File: config.mk
export PLATFORM = sky130hd
export DESIGN_NAME = mci_arbiter_flat
export DESIGN_NICKNAME = d
export VERILOG_FILES = /design/src/rtl/mci_arbiter_if.sv /design/src/rtl/mci_arbiter.sv /design/src/flat_wrapper.sv
export SDC_FILE = /design/constraint.sdc
export NUM_CORES = 1
export LEC_CHECK = 0
export BUFFER_PORTS_ARGS = -buffer_cell sky130_fd_sc_hd__buf_4
export CAP_MARGIN = 20
export CORE_AREA = 2 2 337 339
export CTS_CLUSTER_DIAMETER = 60
export DETAILED_ROUTE_END_ITERATION = 8
export DIE_AREA = 0 0 339 341
export RECOVER_POWER = 50
export SYNTH_ARGS = -nofsm -noshare
export SYNTH_HDL_FRONTEND = slang
export SYNTH_SLANG_ARGS = --single-unit
File: constraint.sdc
create_clock -name i_clk -period 2.5 [get_ports i_clk]
set_input_delay 0.625 -clock i_clk [delete_from_list [all_inputs] [get_ports i_clk]]
set_output_delay 0.625 -clock i_clk [all_outputs]
set_load 0.01 [all_outputs]
File: src/rtl/mci_arbiter_if.sv
// Bundle of the requester and memory-side ports of mci_arbiter. The struct types mirror
// mci_request_t / mci_response_t of memory_controller_interface.
interface mci_arbiter_if;
    typedef struct packed {
        logic [31:0]  addr;
        logic [127:0] data;
        logic         rw;
        logic         valid;
    } mci_request_t;

    typedef struct packed {
        logic [127:0] data;
        logic         ready;
    } mci_response_t;

    mci_request_t  ifetch_req;
    mci_response_t ifetch_res;
    mci_request_t  dmem_req;
    mci_response_t dmem_res;
    mci_request_t  mem_req;
    mci_response_t mem_res;

    // The arbiter masters the shared memory port and serves both requesters.
    modport master (
        input  ifetch_req, dmem_req, mem_res,
        output ifetch_res, dmem_res, mem_req
    );

    modport slave (
        output ifetch_req, dmem_req, mem_res,
        input  ifetch_res, dmem_res, mem_req
    );
endinterface

File: src/rtl/mci_arbiter.sv
// Two-requester (ifetch/dmem) arbiter serialising 128-bit transactions onto one memory port.
// Define MCI_ARB_ROUND_ROBIN_EN for round-robin ties; otherwise dmem wins every tie.
module mci_arbiter #(
    parameter int unsigned TIMEOUT_CYCLES = 1024
) (
    input  logic          i_clk,
    input  logic          i_rst,
    mci_arbiter_if.master bus,
    output logic          o_timeout
);
    typedef enum logic [1:0] {StIdle, StIssue, StWait, StResp} state_e;

    localparam logic        GntIfetch = 1'b0;
    localparam logic        GntDmem   = 1'b1;
    localparam bit          WdEn      = (TIMEOUT_CYCLES != 0);
    localparam logic [15:0] WdLast    = 16'(TIMEOUT_CYCLES - 1);

    state_e       state_q, state_d;
    logic         grant_q, grant_d;
    logic [31:0]  addr_q, addr_d;
    logic [127:0] wdata_q, wdata_d;
    logic         rw_q, rw_d;
    logic [127:0] rdata_q, rdata_d;
    logic [15:0]  wd_q, wd_d;
    logic         timeout_q, timeout_d;
    logic         pick;

    always_comb begin
        if (bus.ifetch_req.valid && bus.dmem_req.valid) begin
`ifdef MCI_ARB_ROUND_ROBIN_EN
            // grant_q resets to dmem, so the first tie goes to ifetch
            pick = ~grant_q;
`else
            pick = GntDmem;
`endif
        end else begin
            pick = bus.dmem_req.valid ? GntDmem : GntIfetch;
        end
    end

    always_comb begin
        state_d   = state_q;
        grant_d   = grant_q;
        addr_d    = addr_q;
        wdata_d   = wdata_q;
        rw_d      = rw_q;
        rdata_d   = rdata_q;
        wd_d      = wd_q;
        timeout_d = 1'b0;
        case (state_q)
            StIdle: begin
                if (bus.ifetch_req.valid || bus.dmem_req.valid) begin
                    grant_d = pick;
                    if (pick == GntDmem) begin
                        addr_d  = bus.dmem_req.addr;
                        wdata_d = bus.dmem_req.data;
                        rw_d    = bus.dmem_req.rw;
                    end else begin
                        addr_d  = bus.ifetch_req.addr;
                        wdata_d = bus.ifetch_req.data;
                        rw_d    = bus.ifetch_req.rw;
                    end
                    state_d = StIssue;
                end
            end
            StIssue: begin
                wd_d    = '0;
                state_d = StWait;
            end
            StWait: begin
                wd_d = wd_q + 16'd1;
                if (bus.mem_res.ready) begin
                    rdata_d = bus.mem_res.data;
                    state_d = StResp;
                end else if (WdEn && (wd_q == WdLast)) begin
                    rdata_d   = '0;
                    timeout_d = 1'b1;
                    state_d   = StResp;
                end
            end
            StResp:  state_d = StIdle;
            default: state_d = StIdle;
        endcase
    end

    always_ff @(posedge i_clk) begin
        if (i_rst) begin
            state_q   <= StIdle;
            grant_q   <= GntDmem;
            addr_q    <= '0;
            wdata_q   <= '0;
            rw_q      <= 1'b0;
            rdata_q   <= '0;
            wd_q      <= '0;
            timeout_q <= 1'b0;
        end else begin
            state_q   <= state_d;
            grant_q   <= grant_d;
            addr_q    <= addr_d;
            wdata_q   <= wdata_d;
            rw_q      <= rw_d;
            rdata_q   <= rdata_d;
            wd_q      <= wd_d;
            timeout_q <= timeout_d;
        end
    end

    assign bus.mem_req.addr  = addr_q;
    assign bus.mem_req.data  = wdata_q;
    assign bus.mem_req.rw    = rw_q;
    assign bus.mem_req.valid = (state_q == StIssue);

    // Both requesters see the latched data; only the granted one gets ready.
    assign bus.ifetch_res.data  = rdata_q;
    assign bus.ifetch_res.ready = (state_q == StResp) && (grant_q == GntIfetch);
    assign bus.dmem_res.data    = rdata_q;
    assign bus.dmem_res.ready   = (state_q == StResp) && (grant_q == GntDmem);

    assign o_timeout = timeout_q;
endmodule

File: src/flat_wrapper.sv
// flat-port wrapper written by rule: the top's interface ports become plain ports
module mci_arbiter_flat 
#(
    parameter int unsigned TIMEOUT_CYCLES = 1024
)
  (i_clk, i_rst, o_timeout, bus_ifetch_req, bus_dmem_req, bus_mem_res, bus_ifetch_res, bus_dmem_res, bus_mem_req);
  mci_arbiter_if bus_i ();
  input  logic i_clk;
  input  logic i_rst;
  output logic o_timeout;
  input wire logic [$bits(bus_i.ifetch_req)-1:0] bus_ifetch_req;
  input wire logic [$bits(bus_i.dmem_req)-1:0] bus_dmem_req;
  input wire logic [$bits(bus_i.mem_res)-1:0] bus_mem_res;
  output wire logic [$bits(bus_i.ifetch_res)-1:0] bus_ifetch_res;
  output wire logic [$bits(bus_i.dmem_res)-1:0] bus_dmem_res;
  output wire logic [$bits(bus_i.mem_req)-1:0] bus_mem_req;
  assign bus_i.ifetch_req = bus_ifetch_req;
  assign bus_i.dmem_req = bus_dmem_req;
  assign bus_i.mem_res = bus_mem_res;
  assign bus_ifetch_res = bus_i.ifetch_res;
  assign bus_dmem_res = bus_i.dmem_res;
  assign bus_mem_req = bus_i.mem_req;
  mci_arbiter #(.TIMEOUT_CYCLES(TIMEOUT_CYCLES)) u_core (.i_clk(i_clk), .i_rst(i_rst), .bus(bus_i), .o_timeout(o_timeout));
endmodule
==> After elaboration in Yosys (flattened, before gate mapping) <==
Index checks and enable logic that the tools add are counted.
{ "word_totals": {"regBits": 309, "in_bits": 455, "out_inout_bits": 421, "elab_cells": 41} }
{ "op_classes": {"n_addsub": 1, "eq_ne": 6, "muxes": 13, "bitwise_logic": 2, "n_reduce_logical": 11} }
{ "ops": {"columns": ["op", "n"], "rows": [
  ["two-way mux 128 bit", 3],
  ["two-way mux 32 bit", 1],
  ["one-hot mux 16 bit (2 select lines)", 1],
  ["adder 16 x 1 -> 16 bit, second input constant", 1],
  ["equality test 16 x 10 -> 1 bit, second input constant", 1],
  ["one-hot mux 2 bit (4 select lines)", 1],
  ["two-way mux 2 bit", 3],
  ["AND reduction 2 bit", 3],
  ["equality test 2 bit, second input constant", 2],
  ["two-way mux 1 bit", 4],
  ["nonzero test 2 bit", 2],
  ["logical AND 1 bit", 3],
  ["inequality test 3 x 2 -> 1 bit, second input constant", 1],
  ["OR reduction 3 bit", 1],
  ["equality test 2 x 1 -> 1 bit, second input constant", 1],
  ["logical NOT 2 bit", 1],
  ["inequality test 2 x 1 -> 1 bit, second input constant", 1],
  ["NOT 1 bit", 2],
  ["logical OR 1 bit", 1]
]} }

==> Longest topological paths before layout <==
Gate-level depths: netlist (run 1).
{ "logic_depth": {"ltp_word": 4, "ltp_mapped": 8, "depth_no_buf": 6} }

==> Least setup slack after synthesis (run 1) <==
No wires, ideal clock.
{ "synth_timing": {"path_type": "register -> register", "from": "reg u_core.state_q[1]", "to": "reg u_core.wd_q[11]", "setup_time_ps": 70, "t_arrival_ps": 1706, "required_ps": 2430, "slack_ps": 724, "path_stages_with_launch": 9, "path_buffers": 2, "period_less_slack_ps": 1776, "path_cell_list": "dfxtp_1 > inv_1 > ha_1 > buf_4 > and4_1 > buf_2 > nand3_2 > or3_1 > a21oi_1"} }
{ "synth_between": {"elab_chain_cells": 2} }
{ "synth_rtl": {"columns": ["item", "line", "text"], "rows": [
  ["from (decl)", "mci_arbiter.sv:18", "state_e state_q, state_d;"],
  ["from (signal assigned)", "mci_arbiter.sv:88", "state_q <= StIdle;"],
  ["from (signal assigned)", "mci_arbiter.sv:97", "state_q <= state_d;"],
  ["equality test 2 bit / equality test 2 x 1 -> 1 bit (equally long branches)", "mci_arbiter.sv:50", "case (state_q)"],
  ["one-hot mux 16 bit (2 select lines) / nonzero test 2 bit (equally long branches)", null, null],
  ["to (signal assigned)", "mci_arbiter.sv:103", "wd_q <= wd_d;"],
  ["to (decl)", "mci_arbiter.sv:24", "logic [15:0] wd_q, wd_d;"]
]} }
Several ways; a longest one is shown, not always the timed one.
A chain may end at the register's enable or synchronous reset.

==> Final worst setup path (run 1) <==
{ "layout_timing": {"from": "reg u_core.state_q[1]", "to": "out bus_ifetch_res[0]"} }
{ "layout_between": {"elab_chain_cells": 2} }
{ "layout_rtl": {"columns": ["item", "line", "text"], "rows": [
  ["equality test 2 bit", "mci_arbiter.sv:115", "assign bus.ifetch_res.ready = (state_q == StResp) && (grant_q == GntIfetch);"],
  ["logical AND 1 bit", "mci_arbiter.sv:115", null],
  ["to (decl)", "flat_wrapper.sv:14", "output wire logic [$bits(bus_i.ifetch_res)-1:0] bus_ifetch_res;"]
]} }
No other way between the ends.

==> out/metrics.csv, run 1 <==
stage;metric;value;unit
synthesis;synthTopCellsByArea;dfxtp_1 45%, mux2i_1 12%, a211oi_1 8.9%;
clock_tree;cts_tree;built;
clock_tree;cts_setup_buffers;0;
synthesis;synth_cell_type_count;41;
timing;tns;0;ps
floorplanning;coreArea;112000;µm²
setup_path;endpoint_kind;output pin;
floorplanning;die-area;116000;µm²
detailed_routing;wl_met1;34000;µm
setup_path;crit_type;flip-flop to output pin;
floorplanning;num_io_pins;876;
power_and_ir_drop;p_leak;0.00857;µW
timing;hold_violations;0;
global_routing;grt_max_degree;103;
placement;port_buffers;875;
timing;max-slew-margin-rel;42.7;%
global_routing;grt_use_total;13.1;%
setup_path;worst_setup_path_start_kind;flip-flop;
setup_path;crit_family;flip-flops;
clock_tree;cts_sinks;309;
synthesis;synth_seq_cells;309;
setup_path;crit_fanout;5;
detailed_routing;via_per_inst;3.62;
floorplanning;fp.dieW;339;µm
setup_path;critPathBufInv;1;
global_routing;globalRouteOverflowTotal;0;
detailed_routing;wire_per_inst;21.3;µm
detailed_routing;wl_met3;6090;µm
synthesis;synth_top_area_cell;dfxtp_1;
clock_tree;root_buffer;clkbuf_16;
timing;max_freq;0.458;GHz
clock_tree;cts_max_level;2;
timing;fin_crit;2190;ps
min_path;hold_path_class;primary input to flip-flop;
detailed_routing;dr_wl_met2;37700;µm
detailed_routing;drtIter0Drc;791;
placement;post-dp-hpwl;68800;µm
placement;dp.cells;3696;
timing;rsz0062_at_grt;no;
setup_path;critical-path-max-stage-delay;410;ps
final_layout;instances_no_fill;3773;
clock_tree;clock_latency;560;ps
detailed_routing;drtAntennaViolNets;0;
clock_tree;cts_max_path_buffers;3;
setup_path;crit_arrival;1560;ps
detailed_routing;wirelength;80300;µm
power_and_ir_drop;power_density;928;nW/µm²
timing;finalCritPeriodShare;87.4;%
setup_path;crit_slowest_cell;dfxtp_1;
power_and_ir_drop;ir_drop;0.595;mV
status;outcome;completed;
final_layout;area_delta_synth_final;54.9;%
clock_tree;cts_buffers;40;
clock_tree;holdBufCountCts;0;
clock_tree;ctsResizeCount;0;
global_routing;antenna_found_initial;22;
setup_path;cp.required;1880;ps
floorplanning;initial_utilization;12.2;%
synthesis;synth_fp_nets;1991;
synthesis;synth_top_area_share;45.3;%
global_routing;grt_pass1_wl;107000;µm
detailed_routing;drc;0;
timing;tightest_slew;860;ps
synthesis;synth_area_per_cell;8.92;µm²
final_layout;nets;2699;
timing;drv_slew;0;
global_routing;grt_pass1_vias;13254;
synthesis;syn_area;13700;µm²
detailed_routing;top_layer;met5;
synthesis;yosysSeqAreaShare;45.3;%
clock_tree;clkTransAtPathRegs;60;ps
timing;setup_viol;0;
floorplanning;rows;123;
placement;gp_congestion;0.896;
synthesis;netlist_instances;1530;
detailed_routing;routed-via-count;13645;
synthesis;ys_warn_count;0;
flow_run;cap_violations;0;
setup_path;path_cells;ha_1 -> nor2b_1 -> buf_4;
detailed_routing;first_pass_iters;6;
floorplanning;chipHeight;341;µm
final_layout;drive_gt1_share;29.9;%
timing;fin_skew;19.9;ps
## final cells by class
type / count / area (µm²)
multi-input cells: 955 / 5800
repair buffers: 928 / 5980
well taps: 1500 / 1880
fillers: 12739 / 90700
flip-flops and latches: 309 / 6190
diodes: 9 / 22.5
clock inverters: 11 / 126
inverters: 4 / 17.5
clock buffers: 57 / 1140
## sequential cells by signal, summed over array words and instances (netlist names)
name              count
u_core.o_timeout      1
u_core.state_q        2
u_core.wdata_q      128
u_core.grant_q        1
u_core.rw_q           1
u_core.rdata_q      128
u_core.wd_q          16
u_core.addr_q        32
## routing by layer
layer / track usage [%] / vias up
met5: 0 / -
met4: 4.78 / 10
met3: 3.38 / 107
met2: 21.5 / 623
met1: 16.5 / 6221
li1: - / 6684
## where the power goes
group | internal, µW | switching [µW] | total (µW)
combinational | 2450 | 4700 | 7160
clock | 3290 | 2340 | 5630
sequential | 6080 | 770 | 6850
total | 11800 | 7810 | 19600
## path summary, 6_finish.rpt
kind                                  start                               to  slack (ps)  cells after the start
max          u_core.state_q[1]$_SDFFE_PP0P_                bus_ifetch_res[0]         310                      3
min                         bus_mem_res[97]  u_core.rdata_q[96]$_SDFFE_PP0P_         300                      3
max reg2reg  u_core.state_q[0]$_SDFFE_PP0P_  u_core.wdata_q[53]$_SDFFE_PP0P_         380                      6
min reg2reg  u_core.addr_q[10]$_SDFFE_PP0P_   u_core.addr_q[10]$_SDFFE_PP0P_         490                      2
## cell usage after synthesis, drive strengths merged
master,number
nand2,135
or3,4
nand2b,1
nor4bb,1
nand3,5
xnor2,2
dfxtp,309
mux2i,162
o21ai,132
o211ai,1
buf,201
a211oi,162
inv,4
a221o,1
ha,6
and4,3
nor3b,1
and2,2
nor2,172
nor3,2
xor2,8
a21o,2
nand4,7
nor4,3
a21oi,133
and3,2
o311ai,1
clkbuf,61
nor2b,2
o21a,1
a41oi,1
and4bb,1
a31oi,1
or4,1
## through the flow
stage / utilization [%] / hold WS [ps] / total power, µW / setup slack (ps) / instance area [µm²]
floorplan: - / 467 / 10700 / 724 / 13700
global placement: 18.8 / 485 / 15200 / 486 / 21100
detailed placement: 18.8 / 491 / 15300 / 478 / 21100
CTS: 19.9 / 234 / 21100 / 298 / 22300
global route: 18.9 / 255 / 20900 / 215 / 21100
finish: 18.9 / 304 / 19600 / 315 / 21100
## worst min-delay path: stages
cell and delay, ps:
buf_4 110, nand2_1 50, a21oi_1 50
## cells by family (layout without fill, tap and decap cells)
logic type | after synthesis | after routing | share of synthesized area (%)
compound gates | 435 | 435 | 19.1
other cells | 0 | 9 | 0
flops | 309 | 309 | 45.3
simple gates | 342 | 342 | 10.2
fa+ha+maj | 6 | 6 | 0.550
mux | 162 | 162 | 11.9
buf+inv | 266 | 1000 | 12.2
xor+xnor | 10 | 10 | 0.642
## layout by cell type (no fill, tap or decap), drive strengths merged, types with 4 or more instances in the layout
master and n:
buf 616, clkbuf 369, dfxtp 309, nor2 172, mux2i 162, a211oi 162, nand2 135, a21oi 133
o21ai 132, inv 10, diode 9, xor2 8, nand4 7, ha 6, nand3 5, or3 4
clkinv 4
No activity file was read; power rests on OpenSTA's default activity.
==> inputs of run 2 (changes only) <==
Settings changed: ABC_AREA set to 1, CORE_AREA 2 2 337 339 to 2 2 340 342, DIE_AREA 0 0 339 341 to 0 0 342 344.
==> run 2 against run 1 <==
Effect of this change:
- count of clock-buffer cells in the layout is 3 higher
- critical path depth up 4
- global-route usage up 0.16 points
- combinational power down 8.0%
- synthesized area down 4.2%
- cell count grew 5.4%
- synthesized cell count is 14% higher
- highest routed layer unchanged
- hold slack worse by 6.9 ps
- critical path type is now flip-flop to flip-flop
- non-clock buffer count decreased by 20
==> out/metrics.csv, run 2 <==
stage;metric;value;unit;change
min_path;holdPathStages;3;;unchanged
floorplanning;num_io_pins;876;;unchanged
setup_path;crit_arrival;2640;ps;+1080 ps
clock_tree;cts_setup_buffers;0;;unchanged
synthesis;synth_common_cells;614 x nand2_1, 309 x dfxtp_1, 169 x o21ai_0;;
setup_path;crit_path_end;u_core.wdata_q[30]$_SDFFE_PP0P_;;
setup_path;crit_slowest_cell;clkbuf_1;;
timing;hold_violations;0;;unchanged
detailed_routing;via_per_inst;3.70;;+2.3%
final_layout;drive_gt1_share;26.3;%;-3.6 points
clock_tree;cts_sinks;309;;unchanged
setup_path;ff2ff_path_depth;7;;+1
final_layout;largestRegisters;u_core.rdata_q x128, u_core.wdata_q x128, u_core.addr_q x32;;
timing;rsz0062_at_grt;no;;
synthesis;synth_top_area_share;47.3;%;+2.0 points
global_routing;antenna_found_initial;13;;-41%
detailed_routing;drc;0;;unchanged
setup_path;r2r_start;u_core.state_q[0]$_SDFFE_PP0P_;;
detailed_routing;first_pass_iters;5;;-1
status;outcome;completed;;
timing;max_freq;0.466;GHz;+1.8%
final_layout;multi_input_area;5190;µm²;-11%
floorplanning;fp.dieW;342;µm;+0.88%
setup_path;worst_setup_path_start_kind;flip-flop;;
floorplanning;chipHeight;344;µm;+0.88%
timing;setup_viol;0;;unchanged
clock_tree;clock_latency;580;ps;+20 ps
synthesis;ys_warn_count;0;;unchanged
clock_tree;cts_buffers;41;;+2.5%
timing;max-slew-margin-rel;32.9;%;-9.7 points
timing;tightest_slew;1010;ps;+146 ps
setup_path;crit_fanout;52;;+47
detailed_routing;wire_per_inst;21.0;µm;-1.3%
detailed_routing;drtAntennaViolNets;0;;unchanged
setup_path;regToRegSetupSlack;350;ps;-30 ps
timing;setup_ws;354;ps;+39.5 ps
global_routing;grt_use_total;13.3;%;+0.16 points
setup_path;critPathLaunch;u_core.state_q[0]$_SDFFE_PP0P_;;
setup_path;crit_family;buffers and inverters;;
clock_tree;ctsResizeCount;0;;unchanged
setup_path;crit_type;flip-flop to flip-flop;;
floorplanning;coreArea;114000;µm²;+1.8%
detailed_routing;drtIter0Drc;880;;+11%
synthesis;synth_top_area_cell;dfxtp_1;;
setup_path;path_cells;inv_1 -> ha_1 -> o21ai_2 -> inv_8 -> clkbuf_1 -> o21ai_0 -> a31oi_1;;
clock_tree;holdBufCountCts;0;;unchanged
placement;pre_cts_ws;358;ps;-120 ps
final_layout;area_delta_synth_final;56.4;%;
placement;port_buffers;875;;unchanged
synthesis;netlist_instances;1737;;+14%
clock_tree;cts_max_level;2;;unchanged
global_routing;grt_max_degree;152;;+48%
synthesis;synthTopCellsByArea;dfxtp_1 47%, nand2_1 18%, a31oi_1 7.7%;;
timing;finalCritPeriodShare;85.8;%;-1.6 points
synthesis;synth_fp_nets;2198;;+10%
placement;post-dp-hpwl;70800;µm;+2.9%
flow_run;cap_violations;0;;unchanged
synthesis;yosysSeqAreaShare;47.3;%;+2.0 points
timing;drv_slew;0;;unchanged
synthesis;synth_seq_cells;309;;unchanged
final_layout;layout_commonest_cell;nand2_1;;
global_routing;grt_pass1_vias;13598;;+2.6%
setup_path;path_depth;7;;+4
detailed_routing;wirelength;83500;µm;+4.0%
floorplanning;die-area;118000;µm²;+1.8%
synthesis;synth_cell_type_count;26;;-37%
timing;tns;0;ps;unchanged
timing;fin_crit;2150;ps;-39.5 ps
setup_path;critical-path-max-stage-delay;510;ps;+100 ps
power_and_ir_drop;p_leak;0.00816;µW;-4.8%
synthesis;synth_edf_count;0;;unchanged
placement;gp_congestion;0.898;;+0.27%
clock_tree;root_buffer;clkbuf_16;;
clock_tree;cts_tree;built;;
global_routing;grt_pass1_wl;110000;µm;+2.9%
final_layout;nets;2888;;+7.0%
setup_path;reg2reg_to;u_core.wdata_q[30]$_SDFFE_PP0P_;;
final_layout;n_fill_cell;13299;;+4.4%
setup_path;cp.required;2990;ps;+1110 ps
synthesis;syn_area;13100;µm²;-4.2%
setup_path;endpoint_kind;flip-flop;;
detailed_routing;routed-via-count;14719;;+7.9%
floorplanning;initial_utilization;11.5;%;-0.71 points
final_layout;seq_area;6190;µm²;unchanged
setup_path;critPathBufInv;3;;+2
final_layout;mostFrequentLayoutCells;614 x nand2_1, 570 x buf_4, 341 x clkbuf_1;;
synthesis;synth_ff_type;dfxtp_1;;
global_routing;globalRouteOverflowTotal;0;;unchanged
synthesis;synth_most_common_cell;nand2_1;;
power_and_ir_drop;ir_drop;0.366;mV;-38%
floorplanning;rows;124;;+0.81%
synthesis;synth_area_per_cell;7.53;µm²;-16%
power_and_ir_drop;p_total;19500;µW;-0.87%
synthesis;ys_async_sr_fraction;0;%;unchanged
min_path;hold_path_class;primary input to flip-flop;;
clock_tree;clkTransAtPathRegs;60;ps;about the same
clock_tree;cts_max_path_buffers;3;;unchanged
timing;fin_skew;24.6;ps;+4.70 ps
power_and_ir_drop;power_density;951;nW/µm²;+2.4%
==> run 2: changes by cell type after synthesis, sizes merged, moves of 9 or more <==
cell / previous run / this run
a31oi: 1 / 162
nand2: 135 / 615
buf: 201 / 172
a21oi: 133 / 142
a211oi: 162 / 0
mux2i: 162 / 1
nor2: 172 / 28
inv: 4 / 23
o21ai: 132 / 170
clkbuf: 61 / 89
==> run 2: kinds of logic after synthesis <==
kind of cell	share of synthesized area, %
muxes	0.0765
and+or+nand+nor	19.1
DFF	47.3
buffers and inverters	13.1
AOI/OAI and AO/OA	19.9
adders and majority gates	0.574
==> run 2: layout make-up <==
type                    count  area share (%)
repair buffers            908            27.8
multi-input cells        1142            25.4
clock inverters            13           0.972
flip-flops and latches    309            30.2
clock buffers              60            5.76
inverters                  25           0.556
well taps                1512            9.25
diodes                      8          0.0978
==> run 2: report_power, final <==
group	switching [µW]	total, µW	internal [µW]
clock	2420	6030	3620
combinational	4500	6590	2090
sequential	778	6840	6060
==> run 2: worst reg2reg max path, cell delays in order (launching register included) <==
cell      delay, ps
dfxtp_1         340
inv_1           110
ha_1            240
o21ai_2         170
inv_8           260
clkbuf_1        580
o21ai_0         170
a31oi_1         170
==> run 2: worst min path at each step <==
stage / start / to
3_5_place_dp: u_core.rdata_q[115]$_SDFFE_PP0P_ / u_core.rdata_q[115]$_SDFFE_PP0P_
6_report: bus_mem_res[34] / u_core.rdata_q[33]$_SDFFE_PP0P_
3_3_place_gp: u_core.wd_q[4]$_SDFFE_PP0P_ / u_core.wd_q[4]$_SDFFE_PP0P_
4_1_cts: bus_mem_res[88] / u_core.rdata_q[87]$_SDFFE_PP0P_
5_1_grt: bus_mem_res[47] / u_core.rdata_q[46]$_SDFFE_PP0P_
2_1_floorplan: u_core.wd_q[4]$_SDFFE_PP0P_ / u_core.wd_q[4]$_SDFFE_PP0P_
==> run 2: per-layer routing <==
layer,share of wire (%),up-vias,global-route usage (%),wire [µm]
met4,3.3,12,4.85,2790
met5,0.18,-,0.601,153
li1,-,7067,-,-
met1,43,6862,16.9,35700
met3,9.4,108,4.65,7840
met2,44,670,20.5,37000
==> run 2: per-stage QoR <==
step                      utilization, %  hold WS, ps  cell area, µm²  std cells
after detailed placement            17.8          473           20300       3896
after CTS                           19.0          239           21700       3969
after global placement              17.8          465           20300       3896
final                               18.0          297           20500       3977
after global routing                18.0          246           20500       3974
after floorplan                        -          450           13100       1737
==> inputs of run 3 (changes only) <==
--- a/config.mk
+++ b/config.mk
@@ -9,8 +9,11 @@
 export BUFFER_PORTS_ARGS = -buffer_cell sky130_fd_sc_hd__buf_4
 export CAP_MARGIN = 20
-export CORE_AREA = 2 2 340 342
+export CELL_PAD_IN_SITES_DETAIL_PLACEMENT = 1
+export CELL_PAD_IN_SITES_GLOBAL_PLACEMENT = 2
+export CORE_AREA = 2 2 339 341
 export CTS_CLUSTER_DIAMETER = 60
 export DETAILED_ROUTE_END_ITERATION = 8
-export DIE_AREA = 0 0 342 344
+export DIE_AREA = 0 0 341 343
+export PLACE_DENSITY_LB_ADDON = 0.05
 export RECOVER_POWER = 50
 export SYNTH_ARGS = -nofsm -noshare
==> constraint.sdc (replaced) <==
create_clock -name i_clk -period 2.5 [get_ports i_clk]
set_input_delay 0.25 -clock i_clk [delete_from_list [all_inputs] [get_ports i_clk]]
set_output_delay 0.25 -clock i_clk [all_outputs]
set_load 0.01 [all_outputs]
==> run 3 against run 2 <==
Effect of this change:
- sequential share of layout area decreased by 6.3 points
- first-iteration DRC count is 55% lower
- hold slack got worse by 200 ps
- fmax down 5.0%
- critical path depth grew 1
- critical path type unchanged
==> out/metrics.csv, run 3 (synthesized netlist as in run 2, its figures left out) <==
stage;metric;value;unit;change
power_and_ir_drop;p_sw_share;34.9;%;-4.6 points
power_and_ir_drop;ir_drop;0.514;mV;+41%
min_path;hold_path_class;primary input to flip-flop;;
timing;setup_viol;0;;unchanged
timing;whs;95.0;ps;-202 ps
timing;max_freq;0.443;GHz;-5.0%
setup_path;crit_type;flip-flop to flip-flop;;
setup_path;critical-path-max-stage-delay;570;ps;+60 ps
power_and_ir_drop;power.switching;8100;µW;+5.3%
floorplanning;num_io_pins;876;;unchanged
timing;rsz0062_at_grt;no;;
setup_path;critPathBufInv;4;;+1
timing;max-slew-margin-rel;37.7;%;+4.7 points
clock_tree;clkTransAtPathRegs;50;ps;about the same
power_and_ir_drop;combPwrFrac;33.3;%;-0.5 points
power_and_ir_drop;p_total;23200;µW;+19%
final_layout;mostFrequentLayoutCells;614 x nand2_1, 532 x buf_4, 453 x dlygate4sd3_1;;
clock_tree;cts_buffers;61;;+49%
floorplanning;initial_utilization;11.5;%;+0.047 points
setup_path;cp.required;3100;ps;+110 ps
timing;drv_slew;0;;unchanged
final_layout;layout_commonest_cell;nand2_1;;
floorplanning;coreArea;113000;µm²;-0.41%
global_routing;grt_max_degree;95;;-38%
floorplanning;die-area;117000;µm²;-0.58%
global_routing;grt_use_total;14.1;%;+0.78 points
placement;post-dp-hpwl;64500;µm;-8.9%
setup_path;path_cells;inv_1 -> ha_1 -> o21ai_4 -> bufinv_16 -> buf_12 -> o21ai_0 -> a31oi_1 -> dlygate4sd3_1;;
placement;dp.cells;3900;;+0.10%
setup_path;crit_fanout;49;;-5.8%
final_layout;n_fill_cell;13678;;+2.8%
power_and_ir_drop;p_leak;0.0106;µW;+30%
final_layout;nets;3369;;+17%
floorplanning;rows;124;;unchanged
timing;tightest_slew;935;ps;-71.2 ps
placement;pre_cts_ws;461;ps;+103 ps
final_layout;area_delta_synth_final;97.3;%;
status;outcome;completed;;
detailed_routing;drc;0;;unchanged
detailed_routing;drtIter0Drc;396;;-55%
setup_path;crit_slowest_cell;dlygate4sd3_1;;
clock_tree;cts_max_level;2;;unchanged
setup_path;endpoint_kind;flip-flop;;
power_and_ir_drop;clockPowerShare;37.6;%;+6.6 points
floorplanning;fp.dieW;341;µm;-0.29%
timing;tns;0;ps;unchanged
flow_run;cap_violations;0;;unchanged
timing;hold_violations;0;;unchanged
global_routing;antenna_found_initial;32;;+19
setup_path;crit_arrival;2860;ps;+220 ps
detailed_routing;wirelength;87400;µm;+4.6%
timing;setup_ws;241;ps;-113 ps
setup_path;crit_family;buffers and inverters;;
final_layout;instances_no_fill;4485;;+13%
final_layout;largestRegisters;u_core.rdata_q x128, u_core.wdata_q x128, u_core.addr_q x32;;
clock_tree;cts_tree;built;;
timing;finalCritPeriodShare;90.4;%;+4.5 points
timing;fin_skew;22.7;ps;-1.87 ps
global_routing;grt_pass1_vias;17702;;+30%
detailed_routing;routed-via-count;16631;;+13%
detailed_routing;via_per_inst;3.71;;+0.19%
power_and_ir_drop;seqPwrFrac;29.2;%;-5.9 points
timing;fin_crit;2260;ps;+113 ps
global_routing;grt_pass1_wl;122000;µm;+11%
global_routing;globalRouteOverflowTotal;0;;unchanged
setup_path;worst_setup_path_start_kind;flip-flop;;
detailed_routing;first_pass_iters;4;;-1
final_layout;drive_gt1_share;22.3;%;-4.0 points
placement;port_buffers;875;;unchanged
clock_tree;cts_max_path_buffers;3;;unchanged
placement;gp_congestion;0.740;;-18%
clock_tree;cts_sinks;309;;unchanged
power_and_ir_drop;p_int;15100;µW;+28%
clock_tree;clock_latency;660;ps;+80 ps
floorplanning;chipHeight;343;µm;-0.29%
detailed_routing;drtAntennaViolNets;0;;unchanged
power_and_ir_drop;power_density;899;nW/µm²;-5.4%
detailed_routing;wire_per_inst;19.5;µm;-7.2%
clock_tree;root_buffer;clkbuf_16;;
## run 3: metal layers
| layer | wire length [µm] | up-vias | global-route usage [%] |
|---|---|---|---|
| li1 | - | 8047 | - |
| met1 | 34100 | 7828 | 15.5 |
| met2 | 42700 | 591 | 24.4 |
| met3 | 8060 | 137 | 5.96 |
| met4 | 2240 | 28 | 4.28 |
| met5 | 182 | - | 0 |
## run 3: final timing paths
| path | slack (ps) | from | depth (start not counted) | to |
|---|---|---|---|---|
| worst max-delay path | 240 | u_core.state_q[1]$_SDFFE_PP0P_ | 8 | u_core.addr_q[10]$_SDFFE_PP0P_ |
| worst min-delay path | 100 | i_rst | 4 | u_core.state_q[0]$_SDFFE_PP0P_ |
| worst min register to register | 480 | u_core.rdata_q[96]$_SDFFE_PP0P_ | 2 | u_core.rdata_q[96]$_SDFFE_PP0P_ |
| worst max register to register | 240 | u_core.state_q[1]$_SDFFE_PP0P_ | 8 | u_core.addr_q[10]$_SDFFE_PP0P_ |
## run 3: tightest hold or removal path: stages
cell and delay (ps):
buf_4 130, inv_4 140, nand2_1 120, nor2_1 40
## run 3: layout make-up
class                   count  area (µm²)  area share (%)
multi-input cells        1142        5200            20.1
clock inverters            25         319            1.24
inverters                  25         130           0.504
repair inverters            2        17.5          0.0679
clock buffers              84        1790            6.92
repair buffers           1367       10200            39.6
well taps                1512        1890            7.33
diodes                     19        47.5           0.184
flip-flops and latches    309        6190            24.0
## run 3: what timing repair did
action | in CTS | in global routing
setup buffers | 0 | 2
resized for setup | 0 | 3
endpoints found under the hold margin | 291 | 0
hold buffers | 453 | 0
setup endpoints to repair | 0 | 84
## run 3: through the flow
step,instance area (µm²),utilization [%]
finish,25800,22.8
floorplan,13100,-
global route,25800,22.7
global placement,20400,18.0
CTS,27100,23.9
detailed placement,20400,18.0
## run 3: power groups by stage
stage	logic [µW]	clock network, µW	registers (µW)
after floorplan	2800	0	7190
after global placement	7190	0	6850
after detailed placement	7200	0	6880
after CTS	8640	9090	6810
after global routing	8560	9290	6930
final	7720	8720	6770
